## src/rtl/reset_seq_pkg.sv

```systemverilog
// Shared types for the reset sequencer: the controller state encoding.
package reset_seq_pkg;

   typedef enum logic [1:0] {
      HOLD,
      RELEASE,
      RUN,
      DONE
   } rs_state_e;

endpackage

```

## src/rtl/reset_sequencer.sv

```systemverilog
// Holds all domain resets after power-on, releases them one by one with a fixed gap,
// and replays the same hold/release walk on a software-selected subset of domains.
module reset_sequencer
   import reset_seq_pkg::*;
#(
   parameter int NUM_DOMAINS = 4,
   parameter int HOLD_CYCLES = 16,
   parameter int GAP_CYCLES  = 4
) (
   input  logic                   clk,
   input  logic                   reset,
   input  logic                   sw_rst_req,
   input  logic [NUM_DOMAINS-1:0] dom_mask,
   output logic                   sw_rst_ack,
   output logic [NUM_DOMAINS-1:0] dom_reset,
   output logic                   all_ready,
   output logic                   busy
);

   localparam int MAX_CNT = (HOLD_CYCLES > GAP_CYCLES) ? HOLD_CYCLES : GAP_CYCLES;
   localparam int CNT_W   = $clog2(MAX_CNT + 1);
   localparam int IDX_W   = (NUM_DOMAINS > 1) ? $clog2(NUM_DOMAINS) : 1;

   localparam logic [CNT_W-1:0] HOLD_LAST  = CNT_W'(HOLD_CYCLES);
   localparam logic [CNT_W-1:0] HOLD_EMPTY = CNT_W'(HOLD_CYCLES - 1);
   localparam logic [CNT_W-1:0] GAP_LAST   = CNT_W'(GAP_CYCLES - 1);

   rs_state_e              state, stateNext;
   logic [NUM_DOMAINS-1:0] tgt, tgtNext;
   logic [IDX_W-1:0]       idx, idxNext;
   logic [CNT_W-1:0]       cnt, cntNext;
   logic                   softRun, softRunNext;
   logic [NUM_DOMAINS-1:0] domNext;
   logic                   readyNext, ackNext, busyNext;

   logic                   firstFound, laterFound;
   logic [IDX_W-1:0]       firstPos, laterPos;

   // Priority encoders over the target mask: the lowest set bit overall, and the
   // lowest set bit strictly above the domain currently being released.
   always_comb begin
      firstFound = 1'b0;
      firstPos   = '0;
      laterFound = 1'b0;
      laterPos   = '0;
      for (int i = NUM_DOMAINS - 1; i >= 0; i--) begin
         if (tgt[i]) begin
            firstFound = 1'b1;
            firstPos   = IDX_W'(i);
         end
         if (tgt[i] && (i > int'(idx))) begin
            laterFound = 1'b1;
            laterPos   = IDX_W'(i);
         end
      end
   end

   // State and datapath registers; outputs are registered so nothing downstream
   // sees a combinational path from the request inputs.
   always_ff @(posedge clk or posedge reset) begin
      if (reset) begin
         state      <= HOLD;
         tgt        <= '1;
         idx        <= '0;
         cnt        <= '0;
         softRun    <= 1'b0;
         dom_reset  <= '1;
         all_ready  <= 1'b0;
         sw_rst_ack <= 1'b0;
         busy       <= 1'b1;
      end else begin
         state      <= stateNext;
         tgt        <= tgtNext;
         idx        <= idxNext;
         cnt        <= cntNext;
         softRun    <= softRunNext;
         dom_reset  <= domNext;
         all_ready  <= readyNext;
         sw_rst_ack <= ackNext;
         busy       <= busyNext;
      end
   end

   // Sequencing: hold every targeted reset, then walk the set bits upward. An empty
   // soft-reset mask skips the walk and completes one cycle before a release would.
   always_comb begin
      stateNext   = state;
      tgtNext     = tgt;
      idxNext     = idx;
      cntNext     = cnt;
      softRunNext = softRun;
      domNext     = dom_reset;
      case (state)
         HOLD: begin
            domNext = dom_reset | tgt;
            cntNext = cnt + CNT_W'(1);
            if (!firstFound) begin
               if (cnt == HOLD_EMPTY) begin
                  stateNext = DONE;
                  cntNext   = '0;
               end
            end else if (cnt == HOLD_LAST) begin
               stateNext         = RELEASE;
               idxNext           = firstPos;
               cntNext           = '0;
               domNext[firstPos] = 1'b0;
            end
         end
         RELEASE: begin
            cntNext = cnt + CNT_W'(1);
            if (cnt == GAP_LAST) begin
               cntNext = '0;
               if (laterFound) begin
                  idxNext           = laterPos;
                  domNext[laterPos] = 1'b0;
               end else begin
                  stateNext = softRun ? DONE : RUN;
               end
            end
         end
         RUN: begin
            if (sw_rst_req) begin
               tgtNext     = dom_mask;
               cntNext     = '0;
               softRunNext = 1'b1;
               stateNext   = HOLD;
            end
         end
         DONE: begin
            if (!sw_rst_req) begin
               softRunNext = 1'b0;
               stateNext   = RUN;
            end
         end
         default: stateNext = HOLD;
      endcase
   end

   // Status flags follow the state being entered, so they line up with that state.
   always_comb begin
      readyNext = (stateNext == RUN);
      ackNext   = (stateNext == DONE);
      busyNext  = (stateNext == HOLD) || (stateNext == RELEASE);
   end

endmodule
```

## config.mk

```make
export PLATFORM = sky130hd
export DESIGN_NAME = reset_sequencer
export DESIGN_NICKNAME = d
export VERILOG_FILES = /design/src/rtl/reset_seq_pkg.sv /design/src/rtl/reset_sequencer.sv
export SDC_FILE = /design/constraint.sdc
export NUM_CORES = 1
export LEC_CHECK = 0
export BUFFER_PORTS_ARGS = -buffer_cell sky130_fd_sc_hd__buf_2
export CORE_MARGIN = 1.5
export CORE_UTILIZATION = 55
export DETAILED_ROUTE_END_ITERATION = 6
export GPL_ROUTABILITY_DRIVEN = 1
export PLACE_DENSITY = 0.77
export SYNTH_ARGS = -nofsm -noshare
export SYNTH_HDL_FRONTEND = slang
export SYNTH_SLANG_ARGS = --single-unit
```

## constraint.sdc

```tcl
create_clock -name clk -period 2.3 [get_ports clk]
set_clock_uncertainty 0.15 [all_clocks]
set_input_delay 0.23 -clock clk [delete_from_list [all_inputs] [get_ports clk]]
set_output_delay 0.23 -clock clk [all_outputs]
set_load 0.1 [all_outputs]
```

# [Word-level counts from Yosys, hierarchy flattened]
# Cells that the tools add are included.
[op_classes] addsub=1 reduce_logical=16 muxes=46 bitwise=5 eq_ne=15 magnitude_cmp=7
[ops] cell="$mux 2" n=18
[ops] cell="$mux 5" n=5
[ops] cell="$mux 4" n=4
[ops] cell="$pmux 5 s3" n=1
[ops] cell="$mux 1" n=12
[ops] cell="$ne 2x2->1 const B" n=6
[ops] cell="$and 4x4->4" n=2
[ops] cell="$eq 2x2->1 const B" n=4
[ops] cell="$not 4->4" n=2
[ops] cell="$pmux 2 s4" n=1
[ops] cell="$pmux 4 s2" n=1
[ops] cell="$lt 2x3->1 const B" n=2
[ops] cell="$reduce_and 3->1" n=2
[ops] cell="$add 5x1->5 const B" n=1
[ops] cell="$eq 5x2->1 const B" n=1
[ops] cell="$eq 5x4->1 const B" n=1
[ops] cell="$eq 5x5->1 const B" n=1
[ops] cell="$logic_and 1x1->1" n=5
[ops] cell="$reduce_and 5->1" n=1
[ops] cell="$demux 1 s2" n=2
[ops] cell="$eq 2x1->1 const B" n=2
[ops] cell="$ge 2x1->1 const B" n=2
[ops] cell="$gt 2x2->1 const A" n=2
[ops] cell="$logic_not 2->1" n=2
[ops] cell="other kinds (8)" n=10
[totals] word_cells=99 ff_bits=21 out_inout_bits=7 input_bits=7

# [Longest topological paths before layout]
# Gate-level depths: netlist of the first run.
[depth] word_depth=14 mapped_depth=8 depth_no_buf=8

# [Worst setup path after synthesis of the first run]
# OpenSTA, ideal clock, no wires.
[synth_path] kind="register to register" startpoint="register state[0]" endpoint="register idx[1]" slack_ns=0.274 required_ns=2.025 arrival_time_ns=1.751 stages_incl_launch_ff=9 path_buffers=1 setup_ns=0.125 synth_period_minus_slack_ns=2.026 path_cell_list="dfrtp_1 -> inv_1 -> ha_1 -> nor2b_1 -> buf_2 -> a21oi_1 -> a21oi_1 -> nand2_1 -> mux2_2"
[synth_via] elab_chain_cells=3 word_cells_on_any_way=9 classes_between="5 x eq/ne; 1 x mux; 3 x reduce/logical"
[synth_lines] element="from (decl)" line="reset_sequencer.sv:28" source="rs_state_e state, stateNext;"
[synth_lines] element="from (signal assigned)" line="reset_sequencer.sv:72" source="state <= stateNext;"
[synth_lines] element="$eq 2x1->1 or $logic_not 2->1 (tied branches)" line="reset_sequencer.sv:93" source="case (state)"
[synth_lines] element="$ne 2x2->1 (no line) or $reduce_bool 2->1 (tied branches)"
[synth_lines] element="$reduce_and 5->1 (no line)"
[synth_lines] element="to (signal assigned)" line="reset_sequencer.sv:74" source="idx <= idxNext;"
[synth_lines] element="to (decl)" line="reset_sequencer.sv:30" source="logic [IDX_W-1:0] idx, idxNext;"
# Several ways; a longest one is shown, not always the timed one.
# A chain may end at the register's enable or synchronous reset.

# [Final worst setup path of the first run]
[layout_path] startpoint="register state[1]" endpoint="register idx[1]"
# Same word-level chain as after synthesis.

==> key figures, run 1 <==
Run status
  – Status: completed

Logic synthesis
  – Dominant cell type by area after synthesis: dfrtp_1
  – Post-synth EDFFs: 0
  – Register area share after synthesis: 40.36%
  – Synth top area cells: dfrtp_1 23%, dfstp_2 18%, ha_1 8.5%
  – Fraction of registers with async set/reset: between 90% and 100%
  – Yosys warns: 0
  – Synth Instances: between 100 and 150
  – Syn Nets: around 150
  – Post-synth cell types: 41
  – Synth Cell Area: 0.001330 mm2
  – Avg Inst Size Synth: around 10 um2
  – Share of the synthesized area in the top cell type: roughly 23%
  – Synth Register Bits: 21
  – Top_reg_cell synth: dfrtp_1

STA
  – Final Hold Fails: 0
  – Final setup vio count: 0
  – Slew Viols, Final: 0
  – Hold WS: ~100 ps
  – Rel. slew slack: 49.21%
  – Slew @ Worst Pin: 761.0 ps
  – Final Critical Period: 2069 ps
  – Fmax achieved: ~480 MHz
  – Setup TNS: 0 ps
  – Crit share post-route: around 90%
  – PnR worst setup slack: between 200 and 250 ps
  – RSZ-0062 raised after global routing: false

Detailed routing
  – Final WL: ~2.7 mm
  – Met2 Wirelength: 1.326 mm
  – Routed Antenna Nets: 0
  – Initial DRC count: 27
  – Met1 Wirelength: 1.320 mm
  – Average wire per standard cell: between 10 and 15 um
  – DR top layer: met4
  – Via count: 1091
  – DR pass1 iterations: 4
  – Vias/cell: 5.803
  – Metal3 WL: just under 80 um
  – DRC: 0

Layout
  – Layout cells sized above 1: 31.25%
  – Nets: ~180
  – Ant diodes: 0
  – Finished Core Util: about 69%
  – Synth-to-layout area growth: 16.46%

Worst hold path
  – Hold path depth: 3
  – HP Class: input pin to flip-flop

Floorplan
  – Die Width: between 50 and 60 um
  – Initial Util: between 50% and 60%
  – # rows: 17
  – Core area: ~0.0023 mm2
  – Die area: between 0.002 and 0.003 mm2
  – IO Count: 14
  – Die H: around 52 um

Placed design
  – DP HPWL: between 2 and 2.5 mm
  – Dpl ws: between 200 and 250 ps
  – PortBufs: 13
  – Global placer's final weighted congestion: ~0.9

Critical path
  – Crit path DAT: 2120 ps
  – Crit path kind: flip-flop to flip-flop
  – R2r setup slk: between 200 and 250 ps
  – CP startpoint kind: flip-flop
  – Worst EP required: ~2400 ps
  – Worst Reg-to-Reg Cells: 6
  – Setup crit end kind: flip-flop
  – Worst-path maximum fanout: 14

Clock tree
  – Clock Latency Late Sink: roughly 300 ps
  – H-tree Lvls: 1
  – Clock Tree Buf Depth: 2
  – Num CTS Buffers: 3
  – Sink Count: 21
  – Clock slew at reported path FFs: about 110 ps
  – CTS tree: done
  – Setup Fix Bufs, Post-CTS: 0
  – CTS Root Cell: clkbuf_4

Global route
  – GRT overflow: 0
  – Pin count of the biggest net entering global routing: 22
  – First-pass GRT wire length: between 4 and 5 mm
  – Initial antenna violation count: 0
  – Total track usage: between 20% and 30%
  – Number of global-route vias before repair: roughly 1100

Flow run
  – # Max-Cap Violations: 0
cell families (layout without fill, tap and decap cells):
| family | after synthesis | after routing | share of synthesized area, % |
|---|---|---|---|
| flops | 21 | 21 | 40.36 |
| fa+ha+maj | 9 | 9 | 8.467 |
| mux | 7 | 7 | 5.832 |
| simple gates | 38 | 38 | 16.75 |
| xor+xnor | 3 | 3 | 1.976 |
| buf+inv | 13 | 40 | 3.857 |
| compound gates | 42 | 42 | 22.77 |
metrics by stage:
step                      std cells  area, um2
after floorplan                 133       1330
after global placement          179       1473
after detailed placement        179       1473
after CTS                       188       1549
after global routing            188       1549
final                           188       1549
synth_stat cells (all sizes together) (2+ instances only):
library cell,number
a21oi,15
dfrtp,12
nand2,12
inv,11
dfstp,9
ha,9
o21ai,8
mux2,6
nor2,6
a31oi,4
nand2b,3
nand3,3
nor2b,3
o21a,3
a31o,2
and4,2
buf,2
nor3,2
o22ai,2
xnor2,2
registers in the layout, indices dropped and copies added (netlist names):
register    count
all_ready       1
busy            1
cnt             5
dom_reset       4
idx             2
softRun         1
state           2
sw_rst_ack      1
tgt             4
placed cells by master, fill, tap and decap left out, types with 4 or more instances in the layout:
| master | n |
|---|---|
| dfrtp_1 | 12 |
| mux2_2 | 6 |
| buf_4 | 7 |
| inv_1 | 11 |
| nor2_1 | 5 |
| o21ai_0 | 7 |
| nand2_1 | 12 |
| dlygate4sd3_1 | 5 |
| dfstp_2 | 9 |
| ha_1 | 9 |
| a21oi_1 | 14 |
| buf_2 | 13 |
| a31oi_1 | 4 |
worst max-delay path, stage by stage, from the launching register on:
cell	delay, ps
dfrtp_1	390
inv_1	90
ha_1	430
a21boi_0	300
a21oi_1	150
nand2_1	120
mux2_2	330
worst paths after layout:
| check | from | end |
|---|---|---|
| min in group asynchronous | reset | idx[1]$_DFFE_PP0P_ |
| min | sw_rst_req | softRun$_DFFE_PP0P_ |
| min reg2reg | dom_reset[1]$_DFFE_PP1P_ | dom_reset[1]$_DFFE_PP1P_ |
| max in group asynchronous | reset | state[1]$_DFF_PP0_ |
| max reg2reg | state[1]$_DFF_PP0_ | idx[1]$_DFFE_PP0P_ |
| max | state[1]$_DFF_PP0_ | idx[1]$_DFFE_PP0P_ |
area by class of cell:
cell class	count	area [um2]
Clock buffer	4	26.28
Fill cell	185	705.7
Inverter	11	41.29
Multi-Input combinational cell	99	742.0
Sequential cell	21	536.8
Tap cell	28	35.03
Timing Repair Buffer	25	167.7
layer usage:
metal | track usage, % | vias up
li1 | - | 533
met4 | 10.68 | 0
met1 | 33.27 | 532
met3 | 3.714 | 2
met2 | 37.13 | 24
met5 | 0 | -
timing repair:
action / 4_1_cts / 5_1_grt
hold buffers: 5 / 0
gates resized for setup: 0 / 0
hold endpoints to repair: 16 / 0
Power of run 1 is not shown: default switching activity piles up to over one toggle a cycle in this logic, so the estimate is an artifact.
==> inputs of run 2 (changes only) <==
--- a/config.mk
+++ b/config.mk
@@ -5,6 +5,7 @@
 export SDC_FILE = /design/constraint.sdc
 export NUM_CORES = 1
 export LEC_CHECK = 0
+export ABC_AREA = 1
 export BUFFER_PORTS_ARGS = -buffer_cell sky130_fd_sc_hd__buf_2
 export CORE_MARGIN = 1.5
 export CORE_UTILIZATION = 55
==> run 2 against run 1 <==
Against the previous run: via count rose by 5.9%; routed wire length shrank 1.3%; hold slack got worse by 97 ps; setup slack improved by 140 ps; area after synthesis is 3.4% higher; critical path depth is 3 higher; non-clock buffer count is 7 lower; count of clock-buffer cells in the layout stayed put; utilization down 0.86 points; cell area down 0.32%; synthesized cell count increased by 26%.
==> key figures, run 2 <==
STA
  – Setup TNS: 0 ps
  – RSZ-0062 raised after global routing: false
  – Slew Viols, Final: 0
  – Crit share post-route: ~84%
  – Fmax achieved: about 520 MHz
  – Final Hold Fails: 0
  – Final setup vio count: 0
  – Slew @ Worst Pin: ~760 ps
  – Final Critical Period: 1933 ps
  – Rel. slew slack: about half

Logic synthesis
  – Yosys warns: 0
  – Post-synth EDFFs: 0
  – Dominant cell type by area after synthesis: dfrtp_1
  – Top cells by count, synth: 29 x inv_1, 23 x nand2_1, 13 x nor2_1, 12 x dfrtp_1
  – Top_reg_cell synth: dfrtp_1
  – Count leader, synth: inv_1
  – Synth Register Bits: 21
  – Avg Inst Size Synth: about 8.2 um2
  – Synth Cell Area: ~0.0014 mm2
  – Syn Nets: 183
  – Synth top area cells: dfrtp_1 22%, dfstp_2 17%, ha_1 8.2%
  – Synth Instances: about 170
  – Share of the synthesized area in the top cell type: between 20% and 30%
  – Fraction of registers with async set/reset: between 90% and 100%
  – Register area share after synthesis: a little under 40%
  – Post-synth cell types: 30

Placed design
  – DP HPWL: 2.073 mm
  – PortBufs: 13
  – Post-DP Area: between 0.001 and 0.0015 mm2
  – Global placer's final weighted congestion: roughly 0.95

Critical path
  – Worst path top cell family by delay: simple AND/OR/NAND/NOR gates
  – Crit path DAT: a little under 2000 ps
  – Worst flop-to-flop path startpoint: cnt[0]$_DFFE_PP0P_
  – CP peak stage delay: a little under 400 ps
  – CP bufs+invs: 2
  – Crit path kind: flip-flop to flip-flop
  – Crit-path cells: ha_1, inv_1, nor3_1, ha_1, inv_1, nor2_1, o21ai_0, o21ai_1, a21oi_1
  – CP startpoint kind: flip-flop
  – Worst EP required: 2350 ps
  – Worst-path maximum fanout: 3
  – Setup crit end kind: flip-flop
  – Crit path launch: cnt[0]$_DFFE_PP0P_
  – Worst path slowest cell: dfrtp_1

Global route
  – Busiest grt layer: met2
  – First-pass GRT wire length: just under 5 mm
  – GR Util met2: 40.83%
  – Number of global-route vias before repair: between 1000 and 1500
  – Total track usage: 23.89%
  – Pin count of the biggest net entering global routing: 22
  – M3 GR Usage: 3.390%
  – M1 GR Usage: a little under a third
  – GRT overflow: 0
  – Initial antenna violation count: 0

Layout
  – Synth-to-layout area growth: 12.28%
  – Largest regs: cnt: 5 flops, dom_reset: 4 flops, tgt: 4 flops
  – Layout Cell Area excl Fill: approximately 0.0015 mm2
  – Layout cells sized above 1: a little over a quarter
  – Most frequent cells in the layout: 29 x inv_1, 23 x nand2_1, 13 x nor2_1, 13 x buf_2, 12 x dfrtp_1
  – Commonest non-fill, non-tap cell in the layout: inv_1
  – Nets: ~210
  – Fillers: roughly 180
  – Largest register FFs: 5
  – Reg with most FFs: cnt
  – Ant diodes: 0

Power
  – Switching Share: 54.10%
  – Combinational cell fraction of total power: 62.5%
  – Sw Pwr: about 1.3 mW
  – Leak Pwr: between 0.7 and 0.8 nW
  – Peak VDD IR: roughly 1.1 mV
  – Register share of total power: ~30%
  – Internal: 1.065 mW
  – Clock network fraction of design power: 7.7%
  – Power Dens Cells: approximately 1500 mW/mm2

Floorplan
  – IO Count: 14
  – Die area: about 0.0028 mm2
  – Die Width: about 53 um
  – # rows: 17
  – Initial Util: 60.42%
  – Core area: approximately 0.0023 mm2
  – Die H: 53 um

Worst hold path
  – Hold Path Origin: dom_mask[2]
  – HP Class: input pin to flip-flop

Clock tree
  – CTS Root Cell: clkbuf_4
  – Clock Latency Late Sink: ~310 ps
  – Clock Tree Buf Depth: 2
  – Sink Count: 21
  – Clock slew at reported path FFs: ~110 ps
  – Num CTS Buffers: 3
  – CTS tree: done
  – H-tree Lvls: 1

Detailed routing
  – Final WL: 2.709 mm
  – Average wire per standard cell: around 13 um
  – Vias/cell: 5.347
  – Initial DRC count: 32
  – DRC: 0
  – DR pass1 iterations: 4
  – Routed Antenna Nets: 0
  – Via count: approximately 1200

Run status
  – Status: completed

Flow run
  – # Max-Cap Violations: 0
-- run 2: changes by cell type after synthesis, sizes merged, moves of 4 or more --
cell   before  now
inv        11   32
nor2        6   19
mux2        6    0
nand2      12   30
o21ai       8   14
nand3       3    7
-- run 2: worst reg2reg max path: stages, from the launching register on --
cell     delay, ps
dfrtp_1        390
ha_1           170
inv_1           60
nor3_1         210
ha_1           190
inv_1           40
nor2_1         230
o21ai_0        130
o21ai_1        150
a21oi_1        100
-- run 2: logic make-up after synthesis --
group / after synthesis / share of synthesized area, %
XOR/XNOR: 3 / 1.911
flip-flops: 21 / 39.04
AO/OA/AOI/OAI: 37 / 18.65
buffers and inverters: 33 / 9.098
AND/OR/NAND/NOR: 64 / 23.11
adder cells (fa/ha/maj): 9 / 8.189
-- run 2: per-stage QoR --
step	instances	util [%]	power [mW]	hold WS, ps	setup slack [ps]
after CTS	216	67.84	2.325	0.4916	338.1
after global placement	208	64.93	2.091	248.4	420.2
after floorplan	167	-	1.872	49.86	646.3
after detailed placement	208	64.93	2.127	262.7	352.8
final	216	67.84	2.321	5.090	367.5
after global routing	216	67.84	2.513	8.641	152.5
-- run 2: final cells by class --
cell class	instances	area [um2]	share of cell area, %
Timing Repair Buffer	18	112.6	7.293
Sequential cell	21	536.8	34.77
Tap cell	28	35.03	2.269
Inverter	32	120.1	7.780
Multi-Input combinational cell	113	713.2	46.19
Clock buffer	4	26.28	1.702
-- run 2: final timing paths --
check	end	slack, ps	cells after the start
min in group asynchronous	cnt[4]$_DFFE_PP0P_	450	3
worst min-delay path	tgt[2]$_DFFE_PP1P_	5	3
worst min register to register	dom_reset[2]$_DFFE_PP1P_	360	1
worst max register to register	cnt[2]$_DFFE_PP0P_	370	9
worst max-delay path	cnt[2]$_DFFE_PP0P_	370	9
max in group asynchronous	cnt[3]$_DFFE_PP0P_	1080	3
-- run 2: power by group through the flow --
stage	logic, mW	clock network (mW)	registers [mW]
after global routing	1.61	0.199	0.706
after floorplan	0.900	0	0.972
final	1.45	0.179	0.690
after detailed placement	1.43	0	0.693
after global placement	1.40	0	0.688
after CTS	1.45	0.190	0.688
-- run 2: per-layer routing --
layer	vias up	part of all wire, %
met1	534	45
met5	-	0
met3	6	4.7
met4	0	1.7
li1	583	-
met2	32	49
-- run 2: what timing repair did --
action | CTS | global route
gates resized for setup | 0 | 0
setup buffers | 0 | 0
hold buffers | 4 | 0
hold endpoints to repair | 15 | 0
Power figures use the tool's default switching activity.
==> inputs of run 3 (changes only) <==
--- a/config.mk
+++ b/config.mk
@@ -8,10 +8,10 @@
 export ABC_AREA = 1
 export BUFFER_PORTS_ARGS = -buffer_cell sky130_fd_sc_hd__buf_2
 export CORE_MARGIN = 1.5
-export CORE_UTILIZATION = 55
+export CORE_UTILIZATION = 52
 export DETAILED_ROUTE_END_ITERATION = 6
 export GPL_ROUTABILITY_DRIVEN = 1
-export PLACE_DENSITY = 0.77
+export PLACE_DENSITY = 0.76
 export SYNTH_ARGS = -nofsm -noshare
 export SYNTH_HDL_FRONTEND = slang
 export SYNTH_SLANG_ARGS = --single-unit
==> constraint.sdc (replaced) <==
create_clock -name clk -period 1.6 [get_ports clk]
set_clock_uncertainty 0.15 [all_clocks]
set_input_delay 0.16 -clock clk [delete_from_list [all_inputs] [get_ports clk]]
set_output_delay 0.16 -clock clk [all_outputs]
set_load 0.1 [all_outputs]
==> run 3 against run 2 <==
Against the previous run: the flow now finishes with violations (setup timing); critical path depth up 1; count of clock-buffer cells in the layout unchanged; first-iteration DRC count down 28%; setup slack worse by 450 ps; sequential power up 44%; die area up 5.4%; final cell count up 11%; sequential share of layout area down 5.9 points; power up 71%; fmax up 15%; non-clock buffer count up 22; critical endpoint is now all_ready$_DFF_PP0_; largest cell class unchanged; largest power group unchanged.
==> key figures, run 3 (synthesized netlist as in run 2, its figures left out) <==
Floorplan
  – Die area: slightly below 0.003 mm2
  – Die Width: ~54 um
  – Die H: 54.43 um
  – Core area: between 0.002 and 0.0025 mm2
  – IO Count: 14
  – # rows: 18
  – Initial Util: between 50% and 60%

Clock tree
  – Clock Latency Late Sink: about 300 ps
  – CTS tree: done
  – CTS Root Cell: clkbuf_4
  – Num CTS Buffers: 3
  – H-tree Lvls: 1
  – Clock Tree Buf Depth: 2
  – Clock slew at reported path FFs: ~130 ps
  – Sink Count: 21

Detailed routing
  – Vias/cell: ~5.2
  – Routed Antenna Nets: 0
  – Final WL: roughly 3.3 mm
  – Initial DRC count: 23
  – DR pass1 iterations: 4
  – DRC: 0
  – Via count: around 1300
  – Average wire per standard cell: 13.59 um

Power
  – Power Dens Cells: about 2100 mW/mm2
  – Leak Pwr: just under 0.9 nW
  – Peak VDD IR: 1.649 mV

Layout
  – Non-Filler Instances: 240
  – Synth-to-layout area growth: 35.76%
  – Commonest non-fill, non-tap cell in the layout: inv_1
  – Reg with most FFs: cnt
  – Ant diodes: 0
  – Layout Cell Area excl Fill: 0.001867 mm2
  – Fillers: ~180
  – Reg area: ~540 um2
  – Largest register FFs: 5
  – Layout cells sized above 1: between 40 and 50%
  – Largest regs: cnt: 5 flops, dom_reset: 4 flops, tgt: 4 flops
  – Nets: approximately 230
  – Most frequent cells in the layout: 22 x inv_1, 21 x nand2_1, 20 x buf_4
  – Area of the multi-input gates: 840.8 um2

STA
  – Final Critical Period: between 1500 and 2000 ps
  – Final setup vio count: 9
  – Slew @ Worst Pin: around 480 ps
  – Hold WS: 108.4 ps
  – RSZ-0062 raised after global routing: true
  – Crit share post-route: 105.3%
  – Rel. slew slack: roughly 68%
  – Slew Viols, Final: 0
  – Fmax achieved: approximately 590 MHz
  – Final Hold Fails: 0
  – PnR worst setup slack: -85.47 ps

Run status
  – Failing checks: setup timing
  – Status: finished, violations left

Critical path
  – Worst-path maximum fanout: 3
  – R2r setup slk: -90 ps
  – CP startpoint kind: flip-flop
  – Worst Reg-to-Reg Cells: 10
  – Worst EP required: roughly 1700 ps
  – Crit path DAT: about 1700 ps
  – Setup crit end kind: flip-flop
  – Crit path kind: flip-flop to flip-flop

Placed design
  – PortBufs: 13
  – DP HPWL: 2.175 mm
  – Global placer's final weighted congestion: 0.8972
  – Post-DP Area: around 0.0016 mm2
  – Inst Count DP: ~230

Flow run
  – # Max-Cap Violations: 0

Global route
  – Initial antenna violation count: 0
  – First-pass GRT wire length: between 5 and 6 mm
  – Pin count of the biggest net entering global routing: 22
  – Number of global-route vias before repair: around 1200
  – GRT overflow: 0
  – Total track usage: 23.28%

Worst hold path
  – HP Class: input pin to flip-flop
  – Hold path depth: 4
==> run 3: final timing paths <==
kind                                          start                        to
setup / recovery                 cnt[1]$_DFFE_PP0P_       all_ready$_DFF_PP0_
hold / removal                           sw_rst_req        tgt[0]$_DFFE_PP1P_
setup reg to reg                 cnt[1]$_DFFE_PP0P_       all_ready$_DFF_PP0_
hold reg to reg            dom_reset[2]$_DFFE_PP1P_  dom_reset[2]$_DFFE_PP1P_
max in group asynchronous                     reset            busy$_DFF_PP1_
min in group asynchronous                     reset      sw_rst_ack$_DFF_PP0_
==> run 3: cell type report <==
cell class                      count  share of cell area [%]
Clock buffer                        4                   1.408
Inverter                           32                   6.702
Multi-Input combinational cell    113                   45.04
Tap cell                           30                   2.011
Sequential cell                    21                   28.89
Timing Repair Buffer               40                   15.95
==> run 3: critical path: stages (launching register included) <==
cell and delay, ps:
dfrtp_1 380, ha_2 200, inv_2 60, nor3_4 170, ha_4 170, inv_2 40
nor2_4 110, nand3b_1 140, nand2_2 80, nand2_1 60, inv_1 30
==> run 3: metrics by stage <==
step | util [%] | setup TNS (ps) | worst slack (ps) | power [mW]
6_report | 74.67 | -408.4 | -85.47 | 3.966
5_1_grt | 74.67 | -1683 | -181.2 | 4.243
4_1_cts | 69.77 | -483.0 | -84.32 | 3.695
3_5_place_dp | 64.91 | -976.2 | -137.4 | 3.341
3_3_place_gp | 64.91 | -494.8 | -75.55 | 3.271
2_1_floorplan | - | 0 | 7.729 | 2.701
==> run 3: per-layer routing <==
layer	part of all wire [%]	GRT usage (%)
met5	0	0
met4	1.9	6.667
met3	3.3	2.732
met2	53	42.17
met1	42	28.87
==> run 3: timing repair <==
action	4_1_cts	5_1_grt
setup endpoints to repair	14	23
setup buffers	1	3
pin swaps	12	15
hold endpoints to repair	25	0
resized for setup	16	27
hold buffers	5	0
==> run 3: power breakdown <==
group          switching (mW)  internal, mW
sequential              0.179         0.813
clock                   0.162        0.0971
combinational            1.71          1.00
